$ cat src/rtl/fetch_unit_q.sv
`default_nettype none
//============================================================================
// Module   : fetch_unit_q
// Brief    : Instruction fetch unit with prefetch queue, branch hold and
//            redirect. Define FETCH_PERF_EN to add perf counter ports.
// Revision : 1.0 - initial release
//============================================================================
module fetch_unit_q #(
    parameter int                      PC_W     = 7,
    parameter int                      INSTR_W  = 32,
    parameter int                      DEPTH    = 4,
    parameter logic [PC_W-1:0]         RESET_PC = '0,
    parameter int                      OPC_HI   = 31,
    parameter int                      OPC_LO   = 26,
    parameter logic [OPC_HI-OPC_LO:0]  BR_OPC   = 6'b000100
) (
    input  logic               clk,
    input  logic               rst,
    output logic               imem_en,
    output logic [PC_W-1:0]    imem_addr,
    input  logic [INSTR_W-1:0] imem_rdata,
    input  logic               redir_valid,
    input  logic [PC_W-1:0]    redir_pc,
    output logic               out_valid,
    input  logic               out_ready,
    output logic [INSTR_W-1:0] out_instr,
    output logic [PC_W-1:0]    out_pc,
    output logic               bubble
`ifdef FETCH_PERF_EN
    ,
    output logic [15:0]        perf_fetch,
    output logic [15:0]        perf_bubble,
    output logic [15:0]        perf_flush
`endif
);

    localparam int c_PTR_W = $clog2(DEPTH);
    localparam int c_CNT_W = c_PTR_W + 1;
    localparam logic [c_CNT_W-1:0] c_DEPTH = c_CNT_W'(DEPTH);

    typedef enum logic [0:0] {
        ST_RUN  = 1'b0,
        ST_HOLD = 1'b1
    } state_t;

    state_t               r_state;
    logic [PC_W-1:0]      r_pc;
    logic [c_CNT_W-1:0]   r_count;
    logic [c_PTR_W-1:0]   r_wr_ptr;
    logic [c_PTR_W-1:0]   r_rd_ptr;
    logic                 r_inflight;
    logic                 r_infl_epoch;
    logic                 r_epoch;
    logic [PC_W-1:0]      r_infl_pc;
    logic [INSTR_W-1:0]   r_q_instr [DEPTH];
    logic [PC_W-1:0]      r_q_pc    [DEPTH];

    logic                 w_ret_live;
    logic                 w_ret_branch;
    logic                 w_enq;
    logic                 w_deq;
    logic                 w_issue;
    logic [c_CNT_W-1:0]   w_occ;

    // A returning word only counts if it was issued in the current epoch.
    assign w_ret_live   = r_inflight && (r_infl_epoch == r_epoch);
    assign w_ret_branch = w_ret_live && (imem_rdata[OPC_HI:OPC_LO] == BR_OPC);
    assign w_enq        = w_ret_live && !redir_valid && !rst;
    assign w_deq        = out_valid && out_ready;
    assign w_occ        = r_count + c_CNT_W'(r_inflight);

    // Branch returning this cycle blocks the issue of the next sequential PC.
    assign w_issue = !rst && (r_state == ST_RUN) && !redir_valid &&
                     !w_ret_branch && (w_occ < c_DEPTH);

    assign imem_en   = w_issue;
    assign imem_addr = r_pc;
    assign out_valid = (r_count != '0);
    assign out_instr = r_q_instr[r_rd_ptr];
    assign out_pc    = r_q_pc[r_rd_ptr];
    assign bubble    = !rst && (r_state == ST_HOLD) && (r_count == '0);

    always_ff @(posedge clk) begin
        if (rst) begin
            r_state      <= ST_RUN;
            r_pc         <= RESET_PC;
            r_count      <= '0;
            r_wr_ptr     <= '0;
            r_rd_ptr     <= '0;
            r_inflight   <= 1'b0;
            r_infl_epoch <= 1'b0;
            r_epoch      <= 1'b0;
            r_infl_pc    <= RESET_PC;
        end else if (redir_valid) begin
            r_state    <= ST_RUN;
            r_pc       <= redir_pc;
            r_count    <= '0;
            r_wr_ptr   <= '0;
            r_rd_ptr   <= '0;
            r_inflight <= 1'b0;
            r_epoch    <= ~r_epoch;
        end else begin
            r_inflight   <= w_issue;
            r_infl_epoch <= r_epoch;
            if (w_issue) begin
                r_pc      <= r_pc + PC_W'(1);
                r_infl_pc <= r_pc;
            end
            if (w_ret_branch) begin
                r_state <= ST_HOLD;
            end
            if (w_enq) begin
                r_wr_ptr <= r_wr_ptr + c_PTR_W'(1);
            end
            if (w_deq) begin
                r_rd_ptr <= r_rd_ptr + c_PTR_W'(1);
            end
            r_count <= r_count + c_CNT_W'(w_enq) - c_CNT_W'(w_deq);
        end
    end

    always_ff @(posedge clk) begin
        if (w_enq) begin
            r_q_instr[r_wr_ptr] <= imem_rdata;
            r_q_pc[r_wr_ptr]    <= r_infl_pc;
        end
    end

`ifdef FETCH_PERF_EN
    always_ff @(posedge clk) begin
        if (rst) begin
            perf_fetch  <= '0;
            perf_bubble <= '0;
            perf_flush  <= '0;
        end else begin
            if (w_issue && (perf_fetch != 16'hFFFF)) begin
                perf_fetch <= perf_fetch + 16'd1;
            end
            if (bubble && (perf_bubble != 16'hFFFF)) begin
                perf_bubble <= perf_bubble + 16'd1;
            end
            if (redir_valid && (perf_flush != 16'hFFFF)) begin
                perf_flush <= perf_flush + 16'd1;
            end
        end
    end
`endif

endmodule
`default_nettype wire

$ cat config.mk
export PLATFORM = sky130hd
export DESIGN_NAME = fetch_unit_q
export DESIGN_NICKNAME = d
export VERILOG_FILES = /design/src/rtl/fetch_unit_q.sv
export SDC_FILE = /design/constraint.sdc
export NUM_CORES = 1
export LEC_CHECK = 0
export ABC_AREA = 1
export CORE_ASPECT_RATIO = 0.6
export CORE_UTILIZATION = 52
export CTS_BUF_LIST = sky130_fd_sc_hd__clkbuf_8 sky130_fd_sc_hd__clkbuf_16
export DETAILED_ROUTE_END_ITERATION = 10
export GPL_TIMING_DRIVEN = 0
export PLACE_DENSITY = 0.8
export SLEW_MARGIN = 25
export SYNTH_ARGS = -nofsm -noshare
export SYNTH_HDL_FRONTEND = slang
export SYNTH_SLANG_ARGS = --single-unit
$ cat constraint.sdc
create_clock -name clk -period 4.85 [get_ports clk]
set_input_delay 0.7275 -clock clk [delete_from_list [all_inputs] [get_ports clk]]
set_output_delay 0.7275 -clock clk [all_outputs]
set_load 0.01 [all_outputs]
==> impl_metrics.json <==
{
  "crit_path_end_kind": "primary output",
  "crit_type": "flip-flop to primary output",
  "drv_cap": 0,
  "period_share_pct": 69.80,
  "violations": "DRC",
  "finalCriticalPeriod_ns": 3.385,
  "n_fill_cell": 907,
  "p_leak_nw": 3.027,
  "syn-cell-area_um2": 7067,
  "yosysTopAreaCellShare_pct": 66.29,
  "cts_root_buffer": "clkbuf_16",
  "cts_buffers": 17,
  "post_cts_buffers": 0,
  "drt-wirelength-per-cell_um": 18.44,
  "worstMarginPinSlew_ns": 0.7770,
  "clock_latency_ns": 0.42,
  "syn_area_per_cell_um2": 12.51,
  "cts_sinks": 183,
  "relSlewSlack_pct": 48.08,
  "totalWireLength_um": 15860,
  "run_status": "complete, but fails checks",
  "tns_ns": 0,
  "slowest_stage": "clkdlybuf4s50_1",
  "dieArea_um2": 14080,
  "grt_pass1_wl_um": 24640,
  "synth_nets": 616,
  "fmax_mhz": 295.4,
  "syn_inst": 565,
  "ff_latch_area_um2": 5225,
  "cp.required_ns": 4.12,
  "routabilityCongestion": 0.8617,
  "drt_iter0_markers": 405,
  "hold_buffers": 0,
  "ir_drop_mv": 0.2779,
  "grt.total_usage_pct": 23.48,
  "yosys_warnings": 0,
  "dp_hpwl_um": 9849,
  "io_pins": 92,
  "layout-drive-gt1-share_pct": 7.681,
  "drtPass1Iterations": 9,
  "tritoncts": "yes",
  "drv_slew": 0,
  "cts_htree_levels": 4,
  "ys_ff_latch": 183,
  "cpMostUsedCell": "clkbuf_1",
  "initial_core_util_pct": 54.14,
  "cts_buffer_depth": 2,
  "rsz0062_at_grt": "no",
  "layout.nets": 729,
  "vias_per_cell": 5.638,
  "rr_startpoint": "r_epoch",
  "startpoint_type": "flip-flop",
  "dieWidth_um": 152.5,
  "synth_ff_type": "edfxtp_1",
  "critical_path.cell_chain": "inv_1, clkbuf_1, clkbuf_1, o21ai_0, o22ai_1, clkdlybuf4s50_1",
  "hp-class": "flip-flop to flip-flop",
  "final_area_um2": 8905,
  "place_ws_ns": 1.430,
  "placed_cell_area_um2": 8320,
  "grt-ovfl-total": 0,
  "synth-edff-count": 156,
  "skew_ns": 0.01159,
  "p_total_w": 0.003255,
  "worstPathArrival_ns": 2.66,
  "synthMostInstantiatedCell": "edfxtp_1",
  "path_delay_family": "buffers and inverters",
  "hold_path.startpoint": "r_rd_ptr[1]",
  "placementRows": 32,
  "vias": 4849,
  "grt_pass1_vias": 4721,
  "grt_max_degree": 22,
  "multiInputGateArea_um2": 1623,
  "critPathBufInv": 4,
  "yosys-top-cells-area": "edfxtp_1 66%, dfxtp_1 7.6%, o21ai_0 6.0%",
  "die_height_um": 92.30,
  "crit_fanout": 10,
  "num_antenna_cells": 0,
  "hold_viol": 0,
  "async_flop_share_pct": 0,
  "synthTopCellsByCount": "156 x edfxtp_1, 100 x nor2_1, 85 x o21ai_0",
  "yosysSeqAreaShare_pct": 73.94,
  "max_stage_delay_ns": 0.59,
  "antenna_found_initial": 0,
  "synth_top_area_cell": "edfxtp_1",
  "portBuffers": 90,
  "setup_viol": 0,
  "setup_ws_ns": 1.465,
  "synth.distinct_cells": 31,
  "synthToLayoutAreaGrowth_pct": 26.01,
  "ant_nets": 0,
  "ctsResizeCount": 0,
  "core_area_um2": 13050,
  "pwr_density_cell_nw_per_um2": 365.5,
  "clk_pin_slew_worst_paths_ns": 0.06,
  "remaining_drc_errors": 4
}
==> worst register-to-register path, cell delays in order, from the launching register on <==
cell and delay, ns:
dfxtp_1 0.35, inv_2 0.05, nand2_1 0.06, nand2_1 0.06, nor2_2 0.10, inv_1 0.09
nor2_1 0.11, inv_1 0.18, ha_1 0.35, inv_1 0.06, ha_1 0.14, inv_1 0.05
fa_1 0.35, inv_1 0.08, o21ai_0 0.08, a21oi_1 0.14
==> worst paths after layout <==
kind	cells after the start	to	slack, ns
max	6	out_instr[30]	1.46
min	2	flip-flop	0.48
max reg2reg	15	r_count[2]	2.54
min reg2reg	2	flip-flop	0.48
==> metrics by stage <==
| stage | hold WS (ns) | utilization (%) | std cells |
|---|---|---|---|
| 2_1_floorplan | 0.4356 | - | 565 |
| 3_3_place_gp | 0.4536 | 62.67 | 825 |
| 3_5_place_dp | 0.4617 | 63.75 | 829 |
| 4_1_cts | 0.4732 | 68.22 | 860 |
| 5_1_grt | 0.5165 | 68.22 | 860 |
| 6_report | 0.4763 | 68.22 | 860 |
==> power by group <==
group / internal [W] / switching [W]
clock: 0.000804 / 0.000569
combinational: 0.0000737 / 0.0000769
sequential: 0.00172 / 0.0000123
total: 0.00260 / 0.000658
==> kinds of logic after synthesis <==
family / share of synthesized area, %
simple gates: 9.349
xor+xnor: 0.1240
compound gates: 11.54
fa+ha+maj: 1.523
flops: 73.94
buf+inv: 3.523
==> flip-flops by register name (all words and copies together) (netlist names), named ones only <==
register	cells
r_state	1
imem_addr	7
r_infl_pc	7
r_infl_epoch	1
r_epoch	1
r_inflight	1
r_count	3
r_q_instr	128
r_wr_ptr	2
r_rd_ptr	2
r_q_pc	28
==> area by class of cell <==
| type | instances | share of cell area [%] |
|---|---|---|
| sequential | 183 | 58.68 |
| inverter | 31 | 1.307 |
| tap | 170 | 2.389 |
| multi-input combinational | 322 | 18.22 |
| timing repair buffer | 94 | 11.35 |
| clock inverter | 14 | 1.784 |
| clock buffer | 17 | 4.777 |
| buffer | 29 | 1.489 |
==> metal layers <==
metal | vias to the layer above | GRT usage [%] | routed length, um
met1 | 2355 | 32.39 | 6865
li1 | 2261 | - | -
met2 | 211 | 36.94 | 7478
met4 | 0 | 7.997 | 210
met5 | - | 0 | 0
met3 | 22 | 5.756 | 1300
==> layout by cell type, fill, tap and decap left out, types with 2 or more instances in the layout <==
master and instances:
edfxtp_1 156, nor2_1 96, clkdlybuf4s50_1 90, o21ai_0 85
nand2_1 43, o22ai_1 39, inv_1 29, dfxtp_1 27
a21oi_1 22, clkbuf_1 19, clkbuf_16 17, nand3_1 9
buf_2 7, ha_1 7, nor2_4 4, buf_16 4
inv_2 3, clkinv_1 3, bufinv_16 3, nor3_1 2
nand4_1 2, clkinvlp_4 2, clkinv_2 2
Note: power is estimated with default switching activity, not from simulation.
